===== src/rtl/e32_pkg.sv =====
// Shared E32 definitions: sequencer state encoding used by the top and by benches.
package e32_pkg;

    typedef enum logic [2:0] {
        ST_IDLE      = 3'd0,
        ST_FETCH     = 3'd1,
        ST_DECODE    = 3'd2,
        ST_EXECUTE   = 3'd3,
        ST_MEMORY    = 3'd4,
        ST_WRITEBACK = 3'd5,
        ST_HALT      = 3'd6
    } state_t;

endpackage


===== src/rtl/e32_sequencer.sv =====
// Multi-cycle E32 instruction sequencer: ALU ops take 4 cycles FETCH..WRITEBACK, loads/stores 5.
// No backpressure; enable only gates the start of the next instruction (sampled in IDLE/WRITEBACK).
module e32_sequencer
    import e32_pkg::*;
#(
    parameter logic [31:0] RESET_PC = 32'h0000_0000
) (
    input  logic        clk,
    input  logic        reset,
    input  logic        enable,
    input  logic        dec_is_load,
    input  logic        dec_is_store,
    input  logic        dec_is_io,
    input  logic        dec_writes_rd,
    input  logic        dec_is_halt,
    input  logic        dec_branch_taken,
    input  logic [31:0] branch_target,
    output logic [31:0] pc_o,
    output logic        fetch_sel,
    output logic        ir_load,
    output logic        opnd_load,
    output logic        mem_write,
    output logic        bus_write,
    output logic        rf_write,
    output logic        wb_sel_load,
    output logic [2:0]  state_o,
    output logic        halted,
    output logic [31:0] retired
);

    state_t      state;
    state_t      state_nxt;
    logic [31:0] pc;
    logic [31:0] retired_cnt;

    always_ff @(posedge clk or posedge reset) begin
        if (reset) begin
            state <= ST_IDLE;
        end else begin
            state <= state_nxt;
        end
    end

    // pc and retired advance only when an instruction leaves WRITEBACK.
    always_ff @(posedge clk or posedge reset) begin
        if (reset) begin
            pc          <= RESET_PC;
            retired_cnt <= '0;
        end else if (state == ST_WRITEBACK) begin
            pc          <= dec_branch_taken ? branch_target : pc + 32'd1;
            retired_cnt <= retired_cnt + 32'd1;
        end
    end

    always_comb begin
        state_nxt   = state;
        fetch_sel   = 1'b0;
        ir_load     = 1'b0;
        opnd_load   = 1'b0;
        mem_write   = 1'b0;
        bus_write   = 1'b0;
        rf_write    = 1'b0;
        wb_sel_load = 1'b0;

        unique case (state)
            ST_IDLE: begin
                if (enable) state_nxt = ST_FETCH;
            end
            ST_FETCH: begin
                fetch_sel = 1'b1;
                state_nxt = ST_DECODE;
            end
            ST_DECODE: begin
                ir_load   = 1'b1;
                state_nxt = ST_EXECUTE;
            end
            ST_EXECUTE: begin
                opnd_load = 1'b1;
                if (dec_is_halt)                       state_nxt = ST_HALT;
                else if (dec_is_load || dec_is_store)  state_nxt = ST_MEMORY;
                else                                   state_nxt = ST_WRITEBACK;
            end
            ST_MEMORY: begin
                // A load+store combination behaves as a store.
                mem_write = dec_is_store & ~dec_is_io;
                bus_write = dec_is_store &  dec_is_io;
                state_nxt = ST_WRITEBACK;
            end
            ST_WRITEBACK: begin
                rf_write    = dec_writes_rd & ~dec_is_store;
                wb_sel_load = dec_is_load;
                state_nxt   = enable ? ST_FETCH : ST_IDLE;
            end
            ST_HALT: begin
                state_nxt = ST_HALT;
            end
            default: begin
                state_nxt = ST_IDLE;
            end
        endcase
    end

    assign pc_o    = pc;
    assign state_o = state;
    assign halted  = (state == ST_HALT);
    assign retired = retired_cnt;

endmodule


===== config.mk =====
export PLATFORM = sky130hd
export DESIGN_NAME = e32_sequencer
export DESIGN_NICKNAME = d
export VERILOG_FILES = /design/src/rtl/e32_pkg.sv /design/src/rtl/e32_sequencer.sv
export SDC_FILE = /design/constraint.sdc
export NUM_CORES = 1
export LEC_CHECK = 0
export ABC_AREA = 1
export CAP_MARGIN = 20
export CORE_AREA = 2 2 130 106
export CTS_CLUSTER_DIAMETER = 30
export CTS_CLUSTER_SIZE = 20
export DETAILED_ROUTE_END_ITERATION = 8
export DIE_AREA = 0 0 132 108
export GPL_ROUTABILITY_DRIVEN = 0
export GPL_TIMING_DRIVEN = 0
export PLACE_DENSITY = 0.6
export RECOVER_POWER = 100
export REMOVE_ABC_BUFFERS = 1
export SLEW_MARGIN = 20
export SYNTH_ARGS = -nofsm -noshare
export SYNTH_HDL_FRONTEND = slang
export SYNTH_SLANG_ARGS = --single-unit

===== constraint.sdc =====
create_clock -name clk -period 2.9 [get_ports clk]
set_input_delay 0.29 -clock clk [delete_from_list [all_inputs] [get_ports clk]]
set_output_delay 0.29 -clock clk [all_outputs]
set_load 0.02 [all_outputs]

Word-level counts from Yosys, hierarchy flattened
Index checks and enable logic that the tools add are counted.
- input port bits: 41
- output and inout port bits: 75
- register bits after elaboration: 67
- bitwise gates (word level): 5
- add/subtract/negate cells: 2
- eq/ne operators: 7
- reduce and logical (&&, ||, !) cells: 2
- multiplexer cells: 13
- operators with widths (operator ; number):
    $add A32 B1 Y32 const B ; 2
    $mux W32 ; 1
    $pmux W3 S7 ; 1
    $eq A3 B3 Y1 const B ; 3
    $mux W1 ; 9
    $eq A3 B2 Y1 const B ; 2
    $and A1 B1 Y1 ; 3
    $eq A3 B1 Y1 const B ; 1
    $logic_not A3 Y1 ; 1
    $mux W3 ; 1
    $mux W2 ; 1
    $ne A2 B2 Y1 const B ; 1
    $not A1 Y1 ; 2
    $logic_or A1 B1 Y1 ; 1

Longest topological paths before layout
Gate-level depths: netlist (run 1).
- depth after elaboration: 4
- gate-level depth with buffers: 10
- depth with buffers taken out: 10

Worst setup path after synthesis (run 1)
No wires, ideal clock.
- path kind: register to output
- from: register state[0] (netlist: state_o[0])
- to: output port rf_write
- arrival time: 1486 ps
- cell stages (with the launch flop): 7
- setup slack: 1124 ps
- cell sequence: dfrtp_1 > inv_2 > nor3_4 > inv_1 > buf_2 > buf_2 > nor2_1
- cells in the longest elaborated chain, start to end: 2
- RTL lines (element ; line ; source):
    start: declaration ; e32_sequencer.sv:31 ; state_t state;
    start signal: assignment ; e32_sequencer.sv:40 ; state <= state_nxt;
    $eq A3 B3 Y1 ; e32_sequencer.sv:65 ; unique case (state)
    $mux W1 ; e32_sequencer.sv:65 ;
    end: declaration ; e32_sequencer.sv:24 ; output logic rf_write,
Every way passes these cells.

Worst setup path after layout (run 1)
- from: register state[2] (netlist: state_o[2])
- to: output port wb_sel_load
- cells in the longest elaborated chain, start to end: 2
- RTL lines (element ; line ; source):
    $eq A3 B3 Y1 ; e32_sequencer.sv:65 ;
    $mux W1 ; e32_sequencer.sv:65 ;
    end: declaration ; e32_sequencer.sv:25 ; output logic wb_sel_load,
Every way passes these cells.

==> run summary, run 1 <==
Status -> complete, but fails checks
Failing checks -> capacitance limit, slew limit
First drt pass iteration count -> 5
Row cnt -> 37
Max Root-Sink Buffers -> 2
CTS tree -> done
Setup ws final -> 0.439 ns
Syn Area/Cell -> 6.44 um^2
IO Pins -> 116
GRT Residual Overflow -> 0
GRT Overall Usage -> 0.192
Die Y -> 108 um
Peak Freq -> 406 MHz
Cell area after synthesis -> 0.00446 mm^2
Global-route wire length before repair -> 21900 um
YS warnings -> 0
Chip width -> 132 um
Worst hold slack -> 0.510 ns
Post-layout power -> 4.75 mW
Placed inst area -> 0.00581 mm^2
Final Max Tran Viols -> 33
Internal power -> 2.72 mW
Worst Path Class, Setup -> reg -> out
Comb pwr share -> 0.413
Final wirelength -> 13200 um
Fin Setup TNS -> 0 ns
Starting DRT DRC Count -> 335
Non-Filler Instances -> 986
Headroom to the max-slew limit -> -0.118
Final-report hold violation count -> 0
Sequential-to-total area share from yosys stat -> 0.376
Post-route design area -> 0.00609 mm^2
Layout Skew -> 0.00726 ns
Synth unique cells -> 35
Dpl cells -> 969
Final nets -> 849
DRC violation count after routing -> 0
Hold_sp -> retired[12]
Switching portion of total power -> 0.427
Diode count -> 0
Initial core utilization -> 0.347
Worst EP required -> 2.61 ns
TritonCTS Buffers -> 9
CTS root buffer -> clkbuf_16
CTS hold repair buffers -> 0
VDD IR-drop max -> 0.000522 V
Placed wire-length estimate -> 9640 um
Clk pwr share -> 0.246
# clock sinks -> 67
Min Tclk post-route -> 2.46 ns
Port bufs -> 115
Slew @ Worst Pin -> 1.67 ns
Worst-Skew Late Latency -> 0.34 ns
Antenna violations before repair -> 0
Routed vias -> 4668
Net Switching -> 2.03 mW
Max_cap viols -> 1
Crit-path max FO -> 23
CP arrival -> 2.17 ns
Crit path launch type -> register
PwrDens -> 779 mW/mm^2
Wire per inst -> 13.4 um
Routed vias/inst -> 4.73
Endpoints failing setup -> 0
Sequential share of power -> 0.341
Routed Antenna Nets -> 0
Worst slack at placement -> -0.0868 ns
Die area -> 0.0143 mm^2
Final Util -> 0.475
Worst Hold Class -> reg -> reg
CORE AREA -> 0.0128 mm^2
Vias in the first global route -> 4459
Leak pwr -> 2.96 nW
Period utilization -> 0.848
Worst Setup End Kind -> primary output
RSZ-0062 raised after global routing -> no
Critical Path Source -> state_o[2]
Worst-path clk slew -> 0.06 ns
R2r startpoint -> state_o[2]
H-tree depth -> 3
Yosys reg bits -> 67
Cell count after synthesis -> 692
Pin count of the biggest net entering global routing -> 53
Area grow syn2layout -> 36.8%
Fraction of layout cells with a size suffix above 1 -> 0.0395
[power groups by stage]
stage	sequential, mW	clock [mW]	combinational (mW)
3_5_place_dp	1.64	0	2.09
3_3_place_gp	1.63	0	2.04
5_1_grt	1.67	1.23	2.20
4_1_cts	1.63	1.20	2.10
2_1_floorplan	1.85	0	0.877
6_report	1.62	1.17	1.96
[area by class of cell]
cell class | instances | area [um^2]
fillers | 1298 | 6730
flip-flops and latches | 67 | 1680
clock buffers | 12 | 267
inverters | 85 | 320
clock inverters | 4 | 47.5
well taps | 175 | 219
multi-input cells | 524 | 2370
repair buffers | 119 | 1190
[cells in the mapped netlist, drive strengths merged]
master	instances	area (um^2)
a211oi	1	7.51
a21o	1	7.51
a21oi	14	70.1
a22oi	1	7.51
a31oi	1	6.26
buf	10	55.1
clkbuf	6	22.5
clkinv	1	3.75
dfrtp	67	1680
ha	2	25.0
inv	84	315
nand2	245	922
nand3	56	280
nand3b	7	65.1
nand4	9	56.3
nor2	122	504
nor3	11	66.3
nor4	1	6.26
o211ai	2	15.0
o21ai	26	130
o21bai	2	15.0
o22ai	1	6.26
o31ai	1	7.51
xnor2	8	70.1
xor2	13	114
[cells by family after synthesis]
| family | after synthesis | share of synthesized area |
|---|---|---|
| AOI/OAI and AO/OA | 50 | 0.0612 |
| xor gates and xnor gates | 21 | 0.0413 |
| adders and majority gates | 2 | 0.00562 |
| buffers and inverters | 101 | 0.0890 |
| DFF | 67 | 0.376 |
| and+or+nand+nor | 451 | 0.427 |
[final timing paths]
kind / depth (start not counted) / endpoint / slack, ns
worst max register to register: 9 / retired[24] / 0.48
worst min register to register: 1 / retired[12] / 0.51
min in group asynchronous: 2 / pc_o[31] / 0.81
worst min-delay path: 1 / retired[12] / 0.51
worst max-delay path: 5 / wb_sel_load / 0.44
max in group asynchronous: 3 / retired[2] / 1.28
[state kept, by name, summed over array words and instances (netlist names)]
name / cells
state_o: 3
pc_o: 32
retired: 32
[per-layer routing]
metal  vias to the layer above  global-route usage  wire, um
met2                       142               0.287      5540
met3                         5              0.0549       924
li1                       2394                   -         -
met1                      2127               0.271      6670
met4                         0              0.0582        80
met5                         -                   0         0
[repair_timing]
action | CTS | global route
setup buffers | 1 | 0
pin swaps | 1 | 0
endpoints found under the setup margin | 2 | 1
resized for setup | 0 | 1
[worst max-delay path, cell delays in order, from the launching register on]
cell and delay, ns:
dfrtp_1 0.42, inv_1 0.15, nor3_4 0.22, inv_2 0.21, nor2_1 0.15, dlygate4sd3_1 0.68
[placed cells by master, fill, tap and decap left out, types with 2 or more instances in the layout]
cell               n
nand2_1          244
nor2_1           116
inv_1             81
dlygate4sd3_1     77
dfrtp_1           67
nand3_1           56
clkdlybuf4s50_1   38
o21ai_0           26
a21oi_1           14
xor2_1            13
nor3_1            10
nand4_1            9
clkbuf_16          9
xnor2_1            8
nand3b_1           6
nor2_2             4
inv_2              3
clkbuf_8           3
o211ai_1           2
o21bai_1           2
ha_1               2
clkinv_2           2
Power figures use the tool's default switching activity.
==> run 2, diff against run 1 <==
==> constraint.sdc (replaced) <==
create_clock -name clk -period 2.48 [get_ports clk]
set_input_delay 0.248 -clock clk [delete_from_list [all_inputs] [get_ports clk]]
set_output_delay 0.248 -clock clk [all_outputs]
set_load 0.02 [all_outputs]
==> run summary, run 2 (synthesized netlist as in run 1, its figures left out) <==
Slew @ Worst Pin -> 1.59 ns (was 1.67 ns)
CTS hold repair buffers -> 0 (unchanged)
TritonCTS Buffers -> 9 (unchanged)
Fraction of layout cells with a size suffix above 1 -> 0.0370 (was 0.0395)
Die area -> 0.0143 mm^2 (unchanged)
Max_cap viols -> 1 (unchanged)
Peak Freq -> 431 MHz
RSZ-0062 raised after global routing -> no (unchanged)
VDD IR-drop max -> 0.000613 V (was 0.000522 V)
Most common cell after layout, fill and taps aside -> nand2_1 (unchanged)
Worst Setup End Kind -> primary output (unchanged)
Worst Path Class, Setup -> reg -> out (unchanged)
Layout Skew -> 0.00722 ns (was 0.00726 ns)
Crit-path max FO -> 23 (unchanged)
CTS tree -> done (unchanged)
# clock sinks -> 67 (unchanged)
Failing checks -> capacitance limit, slew limit (unchanged)
Port bufs -> 115 (unchanged)
Final Util -> 0.472 (was 0.475)
CTS root buffer -> clkbuf_16 (unchanged)
Crit path launch type -> register (unchanged)
Worst EP required -> 2.23 ns (was 2.61 ns)
CORE AREA -> 0.0128 mm^2 (unchanged)
GRT Overall Usage -> 0.192 (unchanged)
Endpoints failing setup -> 0 (unchanged)
Most frequent cells in the layout -> nand2_1, nor2_1, inv_1 (unchanged)
Max Root-Sink Buffers -> 2 (unchanged)
Worst-Skew Late Latency -> 0.34 ns (about the same)
CP arrival -> 2.07 ns (was 2.17 ns)
Starting DRT DRC Count -> 315 (was 335)
Fill cells -> 1308 (was 1298)
Global-route wire length before repair -> 21900 um (unchanged)
Worst Hold Class -> in -> reg (was reg -> reg)
PwrDens -> 918 mW/mm^2 (was 779 mW/mm^2)
GRT Residual Overflow -> 0 (unchanged)
IO Pins -> 116 (unchanged)
Leak pwr -> 2.92 nW (was 2.96 nW)
DRC violation count after routing -> 0 (unchanged)
Pin count of the biggest net entering global routing -> 53 (unchanged)
Routed vias -> 4726 (was 4668)
Vias in the first global route -> 4459 (unchanged)
Headroom to the max-slew limit -> -0.0657 (was -0.118)
Worst-path clk slew -> 0.06 ns (about the same)
Routed vias/inst -> 4.79 (was 4.73)
Initial core utilization -> 0.347 (unchanged)
Min Tclk post-route -> 2.32 ns
Area grow syn2layout -> 35.9% (was 36.8%)
Worst hold slack -> 0.509 ns (was 0.510 ns)
Placed wire-length estimate -> 9640 um (unchanged)
Wire per inst -> 13.5 um (was 13.4 um)
Die Y -> 108 um (unchanged)
Routed Antenna Nets -> 0 (unchanged)
Period utilization -> 0.937
H-tree depth -> 3 (unchanged)
Status -> complete, but fails checks (unchanged)
Diode count -> 0 (unchanged)
Final nets -> 849 (unchanged)
Final Max Tran Viols -> 34 (was 33)
Chip width -> 132 um (unchanged)
Final-report hold violation count -> 0 (unchanged)
Row cnt -> 37 (unchanged)
First drt pass iteration count -> 5 (unchanged)
Final wirelength -> 13300 um (was 13200 um)
Antenna violations before repair -> 0 (unchanged)
[run 2: cell types whose count changed in the layout (fill, tap and decap cells not counted), sizes merged]
| cell | previous run | this run |
|---|---|---|
| dlygate4sd3 | 77 | 75 |
| clkdlybuf4s50 | 38 | 39 |
| clkbuf | 14 | 15 |
[run 2: per-layer routing]
metal,vias up,share of wire,track usage
met5,-,0,0
met4,0,0.0075,0.0582
met3,11,0.074,0.0549
met2,142,0.42,0.287
met1,2182,0.50,0.271
li1,2391,-,-
[run 2: worst max-delay path, stage by stage, from the launching register on]
cell	delay, ns
dfrtp_1	0.44
inv_2	0.11
nor3_4	0.24
inv_4	0.15
nor2_1	0.12
dlygate4sd3_1	0.68
[run 2: repair_timing]
| action | CTS | global route |
|---|---|---|
| pin swaps | 1 | 0 |
| endpoints found under the setup margin | 9 | 3 |
| buffers inserted | 1 | 0 |
| gates resized for setup | 1 | 3 |
[run 2: worst paths after layout]
check | end | from | slack [ns] | cells past startpoint
min in group asynchronous | pc_o[31] | reset | 0.74 | 2
hold reg to reg | retired[12] | retired[12] | 0.51 | 1
max in group asynchronous | retired[2] | reset | 0.50 | 3
setup / recovery | wb_sel_load | state_o[2] | 0.16 | 5
hold / removal | state_o[0] | enable | 0.51 | 3
setup reg to reg | retired[14] | state_o[2] | 0.35 | 8
[run 2: metrics by stage]
step | setup TNS, ns | cells | total power, mW | setup WS [ns] | cell area (um^2)
after floorplan | -3.34 | 676 | 3.19 | -0.303 | 4380
after global placement | -111.37 | 966 | 4.29 | -1.54 | 5750
after detailed placement | -10.12 | 969 | 4.36 | -0.465 | 5810
after CTS | 0 | 986 | 5.77 | 0.0713 | 6130
after global routing | 0 | 986 | 5.96 | 0.0313 | 6050
final | 0 | 986 | 5.56 | 0.157 | 6050
[run 2: final cells by class]
class,instances,area (um^2),area share
Clock buffer,12,267,0.0440
Clock inverter,4,47.5,0.00785
Inverter,85,323,0.0533
Multi-Input combinational cell,524,2340,0.387
Sequential cell,67,1680,0.277
Tap cell,175,219,0.0362
Timing Repair Buffer,119,1180,0.195
[run 2: report_power, final]
part	switching (mW)	internal [mW]	total, mW
logic	1.38	0.912	2.29
registers	0.488	1.41	1.90
clock network	0.510	0.857	1.37
total	2.38	3.18	5.56
==> run 3, diff against run 2 <==
--- a/config.mk
+++ b/config.mk
@@ -6,7 +6,7 @@
 export NUM_CORES = 1
 export LEC_CHECK = 0
 export ABC_AREA = 1
-export CAP_MARGIN = 20
+export CAP_MARGIN = 40
 export CORE_AREA = 2 2 130 106
 export CTS_CLUSTER_DIAMETER = 30
 export CTS_CLUSTER_SIZE = 20
==> run summary, run 3 (synthesized netlist as in run 1, its figures left out) <==
Worst-path clk slew -> 0.06 ns (about the same)
Port bufs -> 115 (unchanged)
Fraction of layout cells with a size suffix above 1 -> 0.0382 (was 0.0370)
Vias in the first global route -> 4462 (was 4459)
CTS tree -> done (unchanged)
Endpoints failing setup -> 0 (unchanged)
Min Tclk post-route -> 2.31 ns (was 2.32 ns)
VDD IR-drop max -> 0.000570 V (was 0.000613 V)
CTS root buffer -> clkbuf_16 (unchanged)
Failing checks -> capacitance limit, slew limit (unchanged)
Status -> complete, but fails checks (unchanged)
Crit path launch type -> register (unchanged)
Peak Freq -> 434 MHz (was 431 MHz)
H-tree depth -> 3 (unchanged)
Leak pwr -> 2.93 nW (was 2.92 nW)
Slew @ Worst Pin -> 1.58 ns (was 1.59 ns)
Worst Path Class, Setup -> reg -> out (unchanged)
Placed inst area -> 0.00581 mm^2 (unchanged)
Dpl cells -> 969 (unchanged)
Global-route wire length before repair -> 21800 um (was 21900 um)
Headroom to the max-slew limit -> -0.0603 (was -0.0657)
Chip width -> 132 um (unchanged)
Max Root-Sink Buffers -> 2 (unchanged)
Worst Setup End Kind -> primary output (unchanged)
GRT Residual Overflow -> 0 (unchanged)
Routed vias -> 4693 (was 4726)
Non-Filler Instances -> 987 (was 986)
Most frequent cells in the layout -> nand2_1, nor2_1, inv_1 (unchanged)
Cell chain of the critical path -> inv_2 > nor3_4 > inv_4 > nor2_1 > dlygate4sd3_1 (unchanged)
CORE AREA -> 0.0128 mm^2 (unchanged)
Diode count -> 0 (unchanged)
Worst Hold Class -> reg -> reg (was in -> reg)
Post-route design area -> 0.00607 mm^2 (was 0.00605 mm^2)
Placed wire-length estimate -> 9660 um (was 9640 um)
TritonCTS Buffers -> 9 (unchanged)
Layout Skew -> 0.00686 ns (was 0.00722 ns)
Final Max Tran Viols -> 34 (unchanged)
Final wirelength -> 13200 um (was 13300 um)
Most common cell after layout, fill and taps aside -> nand2_1 (unchanged)
First drt pass iteration count -> 5 (unchanged)
Starting DRT DRC Count -> 346 (was 315)
IO Pins -> 116 (unchanged)
Bufs and invs on worst path -> 3 (unchanged)
Pin count of the biggest net entering global routing -> 53 (unchanged)
Max_cap viols -> 1 (unchanged)
PwrDens -> 913 mW/mm^2 (was 918 mW/mm^2)
Routed vias/inst -> 4.75 (was 4.79)
Area grow syn2layout -> 36.3% (was 35.9%)
# clock sinks -> 67 (unchanged)
Initial core utilization -> 0.347 (unchanged)
CP arrival -> 2.06 ns (was 2.07 ns)
RSZ-0062 raised after global routing -> no (unchanged)
Period utilization -> 0.929 (was 0.937)
Wire per inst -> 13.4 um (was 13.5 um)
Die Y -> 108 um (unchanged)
Antenna violations before repair -> 0 (unchanged)
Die area -> 0.0143 mm^2 (unchanged)
Final nets -> 850 (was 849)
CP max-delay cell -> dlygate4sd3_1 (unchanged)
Top Family by Delay on Critical Path -> buffers and inverters (unchanged)
GRT Overall Usage -> 0.190 (was 0.192)
Critical path's largest stage delay -> 0.68 ns (about the same)
DRC violation count after routing -> 0 (unchanged)
Worst EP required -> 2.23 ns (about the same)
Crit-path max FO -> 23 (unchanged)
Routed Antenna Nets -> 0 (unchanged)
Final-report hold violation count -> 0 (unchanged)
CTS hold repair buffers -> 0 (unchanged)
Row cnt -> 37 (unchanged)
Worst-Skew Late Latency -> 0.34 ns (about the same)
-- run 3: cell types whose count changed in the layout (fill, tap and decap cells not counted) --
cell / change
dlygate4sd3_1: +1
buf_8: +1
clkbuf_1: -1
-- run 3: power by group --
part	internal [mW]	switching, mW
Combinational	0.916	1.39
Sequential	1.41	0.478
Clock	0.857	0.499
-- run 3: worst paths after layout --
path / start / endpoint / slack [ns] / depth (start not counted)
hold / removal: retired[12] / retired[12] / 0.51 / 1
setup / recovery: state_o[2] / wb_sel_load / 0.17 / 5
max in group asynchronous: reset / retired[3] / 0.51 / 3
setup reg to reg: state_o[2] / retired[14] / 0.34 / 8
hold reg to reg: retired[12] / retired[12] / 0.51 / 1
min in group asynchronous: reset / pc_o[21] / 0.74 / 2
-- run 3: area by class of cell --
| cell class | instances | area (um^2) |
|---|---|---|
| fill | 1318 | 6750 |
| multi-input combinational | 524 | 2340 |
| sequential | 67 | 1680 |
| timing repair buffer | 120 | 1200 |
| inverter | 85 | 323 |
| clock buffer | 12 | 267 |
| tap | 175 | 219 |
| clock inverter | 4 | 47.5 |
-- run 3: what timing repair did --
action                     in CTS  in global routing
setup buffers                   1                  0
setup endpoints to repair       9                  1
pin swaps                       1                  0
resized for setup               1                  2
-- run 3: worst reg2reg max path: stages, from the launching register on --
cell and delay [ns]:
dfrtp_1 0.44, inv_2 0.10, nor3_4 0.23, buf_4 0.27, buf_8 0.19, nand3b_4 0.14, nor2_1 0.40, xor2_1 0.19
inv_1 0.06
-- run 3: per-layer routing --
metal  global-route usage  vias to the layer above  routed length (um)
li1                     -                     2397                   -
met1                0.271                     2135                6580
met2                0.283                      152                5590
met3               0.0553                        9                 949
met4               0.0497                        0                  96
met5                    0                        -                   0
-- run 3: metrics by stage --
stage / hold slack, ns / TNS [ns] / util / power, mW / worst slack, ns
finish: 0.509 / 0 / 0.474 / 5.55 / 0.175
global route: 0.536 / 0 / 0.474 / 5.96 / 0.0594
CTS: 0.299 / 0 / 0.478 / 5.76 / 0.0933
detailed placement: 0.502 / -10.33 / 0.453 / 4.36 / -0.477
global placement: 0.505 / -111.37 / 0.448 / 4.29 / -1.54
floorplan: 0.393 / -3.34 / - / 3.19 / -0.303
